[config.mk]
export PLATFORM = sky130hd
export DESIGN_NAME = ah_pkt_dispatch_flat
export DESIGN_NICKNAME = d
export VERILOG_FILES = /design/src/rtl/ah_pkt_dispatch_pkg.sv /design/src/rtl/ah_pkt_dispatch_if.sv /design/src/rtl/ah_onehot_chk.sv /design/src/rtl/ah_pkt_dispatch.sv /design/src/flat_wrapper.sv
export SDC_FILE = /design/constraint.sdc
export NUM_CORES = 1
export LEC_CHECK = 0
export ABC_AREA = 1
export BUFFER_PORTS_ARGS = -buffer_cell sky130_fd_sc_hd__buf_4
export CORE_UTILIZATION = 49
export DETAILED_ROUTE_END_ITERATION = 7
export GPL_TIMING_DRIVEN = 0
export PLACE_DENSITY = 0.85
export REMOVE_ABC_BUFFERS = 1
export SKIP_CTS_REPAIR_TIMING = 1
export SLEW_MARGIN = 10
export SYNTH_ARGS = -nofsm -noshare
export SYNTH_HDL_FRONTEND = slang
export SYNTH_SLANG_ARGS = --single-unit
[constraint.sdc]
create_clock -name clk -period 4.6 [get_ports clk]
set_input_delay 0.46 -clock clk [delete_from_list [all_inputs] [get_ports clk]]
set_output_delay 0.46 -clock clk [all_outputs]
set_load 0.01 [all_outputs]
[src/rtl/ah_pkt_dispatch_pkg.sv]
// Shared types and constants for the packet dispatcher: FSM states, error codes,
// one-hot classification and counter width.
package ah_dispatch_pkg;
  typedef enum logic [1:0] {ST_IDLE = 2'd0, ST_HOLD = 2'd1, ST_ERR = 2'd2} state_t;
  typedef enum logic [1:0] {OH_ZERO = 2'd0, OH_ONE = 2'd1, OH_MULTI = 2'd2} oh_cls_t;

  localparam logic [1:0] ERR_NONE  = 2'b00;
  localparam logic [1:0] ERR_MISS  = 2'b01;
  localparam logic [1:0] ERR_MULTI = 2'b10;
  localparam logic [1:0] ERR_TMO   = 2'b11;

  localparam int CNT_W = 8;
  localparam logic [CNT_W-1:0] CNT_MAX = '1;
endpackage

[src/rtl/ah_pkt_dispatch_if.sv]
// Ingress, decoder, egress and error-reporting signals of the dispatcher.
interface ah_pkt_dispatch_if import ah_dispatch_pkg::*; #(
  parameter int NUM_CLIENTS = 20,
  parameter int FIELD_W     = 10,
  parameter int DATA_W      = 32
) ();
  logic                   in_valid;
  logic                   in_ready;
  logic [FIELD_W-1:0]     in_field;
  logic [DATA_W-1:0]      in_data;
  logic [NUM_CLIENTS-1:0] dec_onehot;
  logic                   dec_err;
  logic [NUM_CLIENTS-1:0] out_valid;
  logic [NUM_CLIENTS-1:0] out_ready;
  logic [FIELD_W-1:0]     out_field;
  logic [DATA_W-1:0]      out_data;
  logic                   err_pulse;
  logic [1:0]             err_code;
  logic [CNT_W-1:0]       err_count;

  modport master (
    output in_valid, in_field, in_data, dec_onehot, dec_err, out_ready,
    input  in_ready, out_valid, out_field, out_data, err_pulse, err_code, err_count
  );
  modport slave (
    input  in_valid, in_field, in_data, dec_onehot, dec_err, out_ready,
    output in_ready, out_valid, out_field, out_data, err_pulse, err_code, err_count
  );
endinterface

[src/rtl/ah_onehot_chk.sv]
// Combinational classifier of a select vector: no bit, exactly one bit, or several bits set.
module ah_onehot_chk import ah_dispatch_pkg::*; #(
  parameter int N = 20
) (
  input  logic [N-1:0] i_vec,
  output oh_cls_t      o_cls
);
  logic w_any, w_multi;

  // Clearing the lowest set bit leaves something only when two or more were set.
  assign w_any   = |i_vec;
  assign w_multi = |(i_vec & (i_vec - N'(1)));

  always_comb begin
    o_cls = OH_ZERO;
    if (w_multi)    o_cls = OH_MULTI;
    else if (w_any) o_cls = OH_ONE;
  end
endmodule

[src/rtl/ah_pkt_dispatch.sv]
// Single-packet dispatcher: captures a decoded packet, presents it to one client
// until handshake or timeout, and reports miss/multi-hit/timeout errors.
module ah_pkt_dispatch import ah_dispatch_pkg::*; #(
  parameter int NUM_CLIENTS = 20,
  parameter int FIELD_W     = 10,
  parameter int DATA_W      = 32,
  parameter int TIMEOUT     = 255
) (
  input logic              clk,
  input logic              rst,
  ah_pkt_dispatch_if.slave bus
);
  localparam logic [CNT_W-1:0] TMO_LAST = CNT_W'(TIMEOUT - 1);

  state_t                 r_state;
  logic                   r_live;
  logic [NUM_CLIENTS-1:0] r_onehot;
  logic [FIELD_W-1:0]     r_field;
  logic [DATA_W-1:0]      r_data;
  logic [CNT_W-1:0]       r_wait;
  logic [1:0]             r_code;
  logic [CNT_W-1:0]       r_cnt;

  oh_cls_t w_cls;
  logic    w_ready, w_accept, w_hs, w_tmo;

  ah_onehot_chk #(.N(NUM_CLIENTS)) u_chk (
    .i_vec (bus.dec_onehot),
    .o_cls (w_cls)
  );

  // r_live keeps in_ready low until the first edge after reset release.
  assign w_ready  = r_live && (r_state == ST_IDLE);
  assign w_accept = bus.in_valid && w_ready;
  assign w_hs     = (r_state == ST_HOLD) && |(r_onehot & bus.out_ready);
  assign w_tmo    = (r_wait == TMO_LAST);

  always_ff @(posedge clk or posedge rst) begin
    if (rst) begin
      r_state  <= ST_IDLE;
      r_live   <= 1'b0;
      r_onehot <= '0;
      r_field  <= '0;
      r_data   <= '0;
      r_wait   <= '0;
      r_code   <= ERR_NONE;
      r_cnt    <= '0;
    end else begin
      r_live <= 1'b1;
      case (r_state)
        ST_IDLE: if (w_accept) begin
          r_field  <= bus.in_field;
          r_data   <= bus.in_data;
          r_onehot <= bus.dec_onehot;
          r_wait   <= '0;
          // Multi-hit outranks the decoder's own miss flag.
          case (w_cls)
            OH_MULTI: begin r_state <= ST_ERR; r_code <= ERR_MULTI; end
            OH_ONE: begin
              if (bus.dec_err) begin r_state <= ST_ERR; r_code <= ERR_MISS; end
              else r_state <= ST_HOLD;
            end
            default: begin r_state <= ST_ERR; r_code <= ERR_MISS; end
          endcase
        end
        ST_HOLD: begin
          if (w_hs)       r_state <= ST_IDLE;
          else if (w_tmo) begin r_state <= ST_ERR; r_code <= ERR_TMO; end
          else            r_wait <= r_wait + 1'b1;
        end
        ST_ERR: begin
          r_state <= ST_IDLE;
          if (r_cnt != CNT_MAX) r_cnt <= r_cnt + 1'b1;
        end
        default: r_state <= ST_IDLE;
      endcase
    end
  end

  assign bus.in_ready  = w_ready;
  assign bus.out_valid = (r_state == ST_HOLD) ? r_onehot : '0;
  assign bus.out_field = r_field;
  assign bus.out_data  = r_data;
  assign bus.err_pulse = (r_state == ST_ERR);
  assign bus.err_code  = (r_state == ST_ERR) ? r_code : ERR_NONE;
  assign bus.err_count = r_cnt;
endmodule

[src/flat_wrapper.sv]
// flat-port wrapper written by rule: the top's interface ports become plain ports
module ah_pkt_dispatch_flat import ah_dispatch_pkg::*;
#(
  parameter int NUM_CLIENTS = 20,
  parameter int FIELD_W     = 10,
  parameter int DATA_W      = 32,
  parameter int TIMEOUT     = 255
)
  (clk, rst, bus_in_valid, bus_in_field, bus_in_data, bus_dec_onehot, bus_dec_err, bus_out_ready, bus_in_ready, bus_out_valid, bus_out_field, bus_out_data, bus_err_pulse, bus_err_code, bus_err_count);
  ah_pkt_dispatch_if #(.NUM_CLIENTS(NUM_CLIENTS), .FIELD_W(FIELD_W), .DATA_W(DATA_W)) bus_i ();
  input logic clk;
  input logic rst;
  input wire logic [$bits(bus_i.in_valid)-1:0] bus_in_valid;
  input wire logic [$bits(bus_i.in_field)-1:0] bus_in_field;
  input wire logic [$bits(bus_i.in_data)-1:0] bus_in_data;
  input wire logic [$bits(bus_i.dec_onehot)-1:0] bus_dec_onehot;
  input wire logic [$bits(bus_i.dec_err)-1:0] bus_dec_err;
  input wire logic [$bits(bus_i.out_ready)-1:0] bus_out_ready;
  output wire logic [$bits(bus_i.in_ready)-1:0] bus_in_ready;
  output wire logic [$bits(bus_i.out_valid)-1:0] bus_out_valid;
  output wire logic [$bits(bus_i.out_field)-1:0] bus_out_field;
  output wire logic [$bits(bus_i.out_data)-1:0] bus_out_data;
  output wire logic [$bits(bus_i.err_pulse)-1:0] bus_err_pulse;
  output wire logic [$bits(bus_i.err_code)-1:0] bus_err_code;
  output wire logic [$bits(bus_i.err_count)-1:0] bus_err_count;
  assign bus_i.in_valid = bus_in_valid;
  assign bus_i.in_field = bus_in_field;
  assign bus_i.in_data = bus_in_data;
  assign bus_i.dec_onehot = bus_dec_onehot;
  assign bus_i.dec_err = bus_dec_err;
  assign bus_i.out_ready = bus_out_ready;
  assign bus_in_ready = bus_i.in_ready;
  assign bus_out_valid = bus_i.out_valid;
  assign bus_out_field = bus_i.out_field;
  assign bus_out_data = bus_i.out_data;
  assign bus_err_pulse = bus_i.err_pulse;
  assign bus_err_code = bus_i.err_code;
  assign bus_err_count = bus_i.err_count;
  ah_pkt_dispatch #(.NUM_CLIENTS(NUM_CLIENTS), .FIELD_W(FIELD_W), .DATA_W(DATA_W), .TIMEOUT(TIMEOUT)) u_core (.clk(clk), .rst(rst), .bus(bus_i));
endmodule
Yosys cells after proc, flatten, opt, wreduce, memory -nomap -nowiden. Index checks and enable logic that the tools add are counted. Widths: inputs -> output; s select.

Register bits after elaboration: 83. Output and inout bits: 74. Logic and storage cells: 58.

Add/sub/neg operators: 3. Equality and inequality tests: 12. Multiplexer cells: 20. Bitwise logic cells: 2. Reduce and logical (&&, ||, !) cells: 13.

Operator list (count): $reduce_or 20->1 (3); $and 20x20->20 (2); $mux 8 (3); $mux 2 (11); $mux 20 (1); $sub 20x1->20 const B (1); $add 8x1->8 const B (2); $pmux 8 s2 (1); $pmux 2 s2 (3); $eq 8x8->1 const B (1); $ne 8x8->1 const B (1); $reduce_and 2->1 (3); $reduce_and 5->1 (1); $eq 2x1->1 const B (2); $eq 2x2->1 const B (2); $ne 2x1->1 const B (2); $ne 2x2->1 const B (2); $reduce_and 4->1 (1); $logic_and 1x1->1 (3); $ne 3x1->1 const B (1); $ne 3x3->1 const B (1); $logic_not 2->1 (1); $reduce_bool 2->1 (1); $mux 1 (1).

Depth between registers and ports, before layout. Gate-level depths: netlist of the first run.

Word-level depth: 8. Gate-level depth with buffers: 13. Gate-level depth less buffers: 13.

Cells and area by module. From an unflattened synthesis of the first run, not the netlist that was laid out.

Cells, all modules: 574. Area total of the unflattened synthesis: 4259.1 um^2.

Modules (own cells, without submodules): ah_pkt_dispatch (instances 1, cells an instance 480, area each 3837.4 um^2, sequential area each 2077.0 um^2); ah_onehot_chk (instances 1, cells an instance 94, area each 421.7 um^2, sequential area each 0.0 um^2).

Worst setup path before layout of the first run. Ideal clock, no wire load.

Kind: reg2out. From: register u_core.r_state[0]. To: output bus_out_valid[0]. Arrival time: 1.226 ns. Data required time: 4.140 ns. Path slack: 2.914 ns. Stages on the path, launching flop included: 6. Path buffers: 1. Cells stage by stage: dfrtp_1 -> inv_1 -> nor2_1 -> inv_2 -> buf_1 -> nor2_1.

Longest elaborated chain between the ends: 2.

RTL lines: start: declaration (RTL line ah_pkt_dispatch.sv:15) `state_t r_state;`; start signal: assignment (RTL line ah_pkt_dispatch.sv:40) `r_state <= ST_IDLE;`; start signal: assignment (RTL line ah_pkt_dispatch.sv:58) `OH_MULTI: begin r_state <= ST_ERR; r_code <= ERR_MULTI; end`; start signal: assignment (RTL line ah_pkt_dispatch.sv:60) `if (bus.dec_err) begin r_state <= ST_ERR; r_code <= ERR_MISS; end`; $eq 2x1->1 (RTL line ah_pkt_dispatch.sv:81) `assign bus.out_valid = (r_state == ST_HOLD) ? r_onehot : '0;`; $mux 20 (RTL line ah_pkt_dispatch.sv:81); end: declaration (RTL line flat_wrapper.sv:20) `output wire logic [$bits(bus_i.out_valid)-1:0] bus_out_valid;`.

Every way passes these cells.

Final worst setup path of the first run.
From: register u_core.r_state[0]. To: output bus_out_valid[15].

Same word-level chain as after synthesis.

==> results of run 1 <==
[layer usage]
layer / global-route usage, % / share of wire, % / routed length (um) / up-vias
met3: 8.21 / 7.9 / 822 / 23
met5: 0 / 0 / 0 / -
met4: 7.69 / 1.9 / 201 / 0
li1: - / - / - / 1780
met1: 28.3 / 39 / 4030 / 1710
met2: 45.6 / 51 / 5290 / 126
[cell usage after synthesis]
library cell | instances | area (um2)
inv_2 | 3 | 11.3
conb_1 | 1 | 3.75
dfrtp_1 | 83 | 2080
nor2_4 | 2 | 22.5
nor3b_1 | 2 | 15.0
or2_2 | 2 | 12.5
a21oi_1 | 15 | 75.1
buf_6 | 4 | 45.0
o21ai_0 | 17 | 85.1
o21ai_2 | 1 | 8.76
nand3_1 | 25 | 125
buf_2 | 2 | 10.0
nor2_1 | 71 | 267
xor2_1 | 7 | 61.3
nor3_2 | 1 | 10.0
nand4_2 | 1 | 12.5
o21ai_1 | 1 | 5.00
clkbuf_1 | 3 | 11.3
nor3_1 | 3 | 15.0
o21bai_1 | 1 | 7.51
a31oi_2 | 1 | 12.5
nand4_1 | 4 | 25.0
ha_1 | 3 | 37.5
nor2_2 | 5 | 31.3
mux2_2 | 42 | 473
xnor2_1 | 4 | 35.0
buf_1 | 2 | 7.51
a31oi_1 | 1 | 6.26
nand2_2 | 2 | 12.5
inv_1 | 44 | 165
nand2_1 | 103 | 387
[worst max path at each step]
stage	start	to	slack (ps)	cells past startpoint
final	u_core.r_state[0]	bus_out_valid[15]	2230	5
after floorplan	u_core.r_state[0]	u_core.r_wait[2]	1460	8
after global placement	u_core.r_state[0]	u_core.r_wait[5]	870	8
after CTS	u_core.r_state[0]	bus_out_valid[15]	2230	5
after global routing	u_core.r_state[0]	u_core.r_wait[2]	1960	9
after detailed placement	u_core.r_state[0]	u_core.r_wait[2]	2250	9
[power by group through the flow]
| stage | Combinational, W | Clock, W | Sequential (W) |
|---|---|---|---|
| 2_1_floorplan | 0.000455 | 0 | 0.00127 |
| 3_3_place_gp | 0.00102 | 0 | 0.00119 |
| 3_5_place_dp | 0.00106 | 0 | 0.00120 |
| 4_1_cts | 0.00106 | 0.000590 | 0.00119 |
| 5_1_grt | 0.00115 | 0.000617 | 0.00123 |
| 6_report | 0.00105 | 0.000575 | 0.00120 |
[cell families (layout without fill, tap and decap cells)]
logic type | after synthesis | in the layout | share of synthesized area (%)
compound gates | 37 | 37 | 4.92
fa+ha+maj | 3 | 3 | 0.922
buf+inv | 58 | 224 | 6.14
simple gates | 221 | 221 | 22.9
mux | 42 | 42 | 11.6
other cells | 1 | 1 | 0.0921
xor+xnor | 11 | 11 | 2.37
flops | 83 | 83 | 51.0
[state kept, by name, indices dropped and copies added, names as in the netlist]
| signal | cells |
|---|---|
| u_core.bus.out_field | 10 |
| u_core.r_onehot | 20 |
| u_core.bus.out_data | 32 |
| u_core.r_live | 1 |
| u_core.r_state | 2 |
| u_core.r_code | 2 |
| u_core.bus.err_count | 8 |
| u_core.r_wait | 8 |
[final cells by class]
class                           instances  area share (%)
Clock buffer                            9            2.21
Clock inverter                          7            1.70
Inverter                               47            3.20
Multi-Input combinational cell        315            31.3
Sequential cell                        83            37.1
Tap cell                              102            2.28
Timing Repair Buffer                  161            22.2
[cells in the final DEF, fill, tap and decap left out, drive strengths merged]
master	netlist	final
or2	2	2
conb	1	1
bufinv	0	1
nand2	105	105
inv	47	51
clkinv	0	2
dfrtp	83	83
nand4	5	5
nor3b	2	2
nor2	78	78
clkbuf	3	9
xnor2	4	4
o21ai	19	19
nand3	25	25
o21bai	1	1
a21oi	15	15
ha	3	3
xor2	7	7
buf	8	161
nor3	4	4
mux2	42	42
a31oi	2	2
[per-stage QoR]
step / setup slack (ps) / area (um2) / hold slack, ps / total power, W
floorplan: 1460 / 4000 / 442 / 0.00173
global placement: 867 / 5320 / 463 / 0.00221
detailed placement: 2250 / 5380 / 435 / 0.00226
CTS: 2230 / 5600 / 32.8 / 0.00285
global route: 1960 / 5600 / 56.4 / 0.00300
finish: 2230 / 5600 / 38.4 / 0.00282
==> metrics, run 1 <==
RSZ-0062 raised after global routing=no; crit-path cells=inv_1 -> nor2_1 -> inv_2 -> nor2_1 -> buf_4; fin crit share=51.5%; vias in the first global route=3755; post-synthesis sequential area ratio=51.0%; Power per Cell Area=504 nW/um2; CTS tree=built; Inserted Diodes=0; antenna violations before repair=0; CTS buffer count=9; first-pass iteration count of the detailed router=4; CP Buf/Inv Count=3; Mapped Area=4070 um2; Slowest-stage cell, CP=dfrtp_1; critical-path maximum fanout=28; Finished Core Util=71.0%; gr ovfl total=0; Worst EP arrival=1910 ps; r2r endpoint=u_core.r_wait[2]; setup_tns=0 ps; synthesis-stage register bit count=83; Placer Congestion=0.827; Mapped Cells=456; dpl cells=708; Critical Path Start Type=flip-flop; fmax=423 MHz; final cell count without fillers=724; Layout area overhead=37.4%; layout filler cell count=579; Final Hold Fails=0; Routed Antenna Nets=0; final wirelength=10300 um; Final HPWL DP=7950 um; most frequent CP cell=nor2_1; peak supply drop=361 uV; area occupied by registers=2080 um2; die width=93.2 um; post-DR wirelength/cell=14.3 um; sequential group share of total power=42.4%; switch share=35.0%; outcome=finished clean; Clock transition at path regs=100 ps; synth warn=0; layout cell share with drive strength beyond 1=38.4%; Multi-input gate area=1750 um2; CTS sink cnt=83; Crit. End Element=output port; leakage power=2.87 nW; Core ar.=7890 um2; Final Skew=10.8 ps; reg2reg path depth=9; Distinct cells, synth=31; cell family with most CP delay=buffers and inverters; row cnt=32; Final Critical Period=2370 ps; Syn Area/Cell=8.93 um2; Pint=0.00183 W; CTS Root Cell=clkbuf_8; H-tree depth=3; CP Class=flip-flop to output port; die extent in y=93.2 um; WP data required=4140 ps; largest net degree at the start of global routing=64; via count of the routed design=3639; Clk Latency, worst-skew pair=360 ps; final setup vio count=0; CTS Buffer Depth=2; MaxCap Viol Count=0; Comb pwr share=37.2%; Switching Power=0.000988 W; Clock Power Share=20.4%; Final Max Slew Viols=0; worst slew pin tran=513 ps; port bufs=159; total track usage=25.3%; worst slew margin relative to its limit=65.7%; DR iter-0 viols=107; global-route wire length before repair=17100 um; Vias/cell=5.03; Max stage delay on crit path=440 ps; initial core utilization=51.6%; worst reg2reg setup slack=2290 ps; IO Pins=160; Nets=706; DRC Markers=0; reg2reg start=u_core.r_state[0]; die area=8680 um2; HP Class=input port to async pin
Power figures use the tool's default switching activity.
==> inputs of run 2 (changes only) <==
==> constraint.sdc (replaced) <==
create_clock -name clk -period 2.3 [get_ports clk]
set_input_delay 0.23 -clock clk [delete_from_list [all_inputs] [get_ports clk]]
set_output_delay 0.23 -clock clk [all_outputs]
set_load 0.01 [all_outputs]
==> metrics, run 2 (synthesis results as in run 1) <==
crit-path cells=inv_1 -> nor2_1 -> inv_4 -> nor2_1 -> buf_4; worst slew margin relative to its limit=65.5%; max reg flops=32; IO Pins=160; dpl cells=708; outcome=finished clean; HP Class=input port to flip-flop; Final Hold Fails=0; antenna violations before repair=0; total track usage=25.3%; CTS buffer count=9; routed wire length on met3=899 um; cell family with most CP delay=simple AND/OR/NAND/NOR gates; routed wl met2=5320 um; Routed Antenna Nets=0; Worst EP arrival=1900 ps; Placer Congestion=0.827; WP data required=2070 ps; Power per Cell Area=1010 nW/um2; die width=93.2 um; CP Buf/Inv Count=3; Core ar.=7890 um2; Clk Latency, worst-skew pair=360 ps; design area=5630 um2; Inserted Diodes=0; worst slew pin tran=515 ps; overall power=0.00568 W; via count of the routed design=3713; Max stage delay on crit path=480 ps; CTS Root Cell=clkbuf_8; vias in the first global route=3755; highest metal used=met4; leakage power=2.88 nW; CTS tree=built; Final Max Slew Viols=0; final wirelength=10500 um; peak supply drop=725 uV; Nets=708; post-DR wirelength/cell=14.5 um; fin crit share=92.6%; CTS sink cnt=83; largest net degree at the start of global routing=64; die area=8680 um2; most frequent cells in the layout=159 x buf_4, 102 x nand2_1, 83 x dfrtp_1, 71 x nor2_1, 43 x inv_1; gr ovfl total=0; final setup vio count=0; Slowest-stage cell, CP=dfrtp_1; CP Class=flip-flop to output port; Clock transition at path regs=100 ps; DRC Markers=0; global-route wire length before repair=17100 um; first-pass iteration count of the detailed router=4; Critical Path Start Type=flip-flop; die extent in y=93.2 um; most frequent CP cell=nor2_1; Final HPWL DP=7950 um; RSZ-0062 raised after global routing=no; fmax=469 MHz; Crit. End Element=output port; H-tree depth=3; Final Critical Period=2130 ps; DR iter-0 viols=100; final cell count without fillers=726; Layout area overhead=38.2%; Vias/cell=5.11; critical-path maximum fanout=28; port bufs=159; CTS Buffer Depth=2; Final Skew=12.1 ps; row cnt=32; most common cell after layout, fill and taps aside=buf_4; initial core utilization=51.6%; Met1 Wirelength=4120 um; MaxCap Viol Count=0; area post-placement=5380 um2; layout cell share with drive strength beyond 1=38.6%
[run 2: cell count changes in the layout (fill, tap and decap cells not counted), sizes merged]
cell,delta
nand2,+1
dlygate4sd3,+1
[run 2: final cells by class]
cell class / count / area, um2
clock buffers: 9 / 124
clock inverters: 7 / 95.1
fillers: 574 / 2260
inverters: 47 / 181
multi-input cells: 316 / 1770
flip-flops and latches: 83 / 2080
well taps: 102 / 128
repair buffers: 162 / 1250
[run 2: worst register-to-register path, delay by kind of cell (launching register included)]
kind | cells | cell delay, ps
simple gates | 5 | 960
flops | 1 | 470
buf+inv | 2 | 350
compound gates | 2 | 150
[run 2: routing by layer]
| layer | global-route usage, % | up-vias |
|---|---|---|
| met4 | 7.69 | 0 |
| met1 | 28.3 | 1764 |
| li1 | - | 1784 |
| met5 | 0 | - |
| met3 | 8.21 | 23 |
| met2 | 45.6 | 142 |
[run 2: report_power, final]
part | internal [W] | switching (W) | total, W
Combinational | 0.00111 | 0.00101 | 0.00212
Clock | 0.000536 | 0.000622 | 0.00116
Sequential | 0.00203 | 0.000373 | 0.00240
[run 2: worst paths after layout]
path                              startpoint  slack, ps                       to  cells after the start
setup / recovery           u_core.r_state[0]        170        bus_out_valid[15]                      5
hold / removal               bus_in_field[3]         90  u_core.bus.out_field[3]                      2
setup reg to reg           u_core.r_state[0]        260         u_core.r_wait[2]                      9
hold reg to reg             u_core.r_code[0]        510         u_core.r_code[0]                      2
max in group asynchronous                rst       1330       u_core.r_onehot[9]                      4
min in group asynchronous                rst        370  u_core.bus.out_data[15]                      3
[run 2: stage by stage]
| stage | util [%] | hold WS (ps) | setup TNS [ps] | worst slack [ps] |
|---|---|---|---|---|
| global route | 71.3 | 82.8 | 0 | 19.2 |
| global placement | 67.4 | 462 | -164300 | -1430 |
| CTS | 71.0 | -197 | -233 | -56.5 |
| finish | 71.3 | 92.5 | 0 | 170 |
| detailed placement | 68.2 | 205 | -138 | -54.7 |
| floorplan | - | 381 | -46960 | -844 |
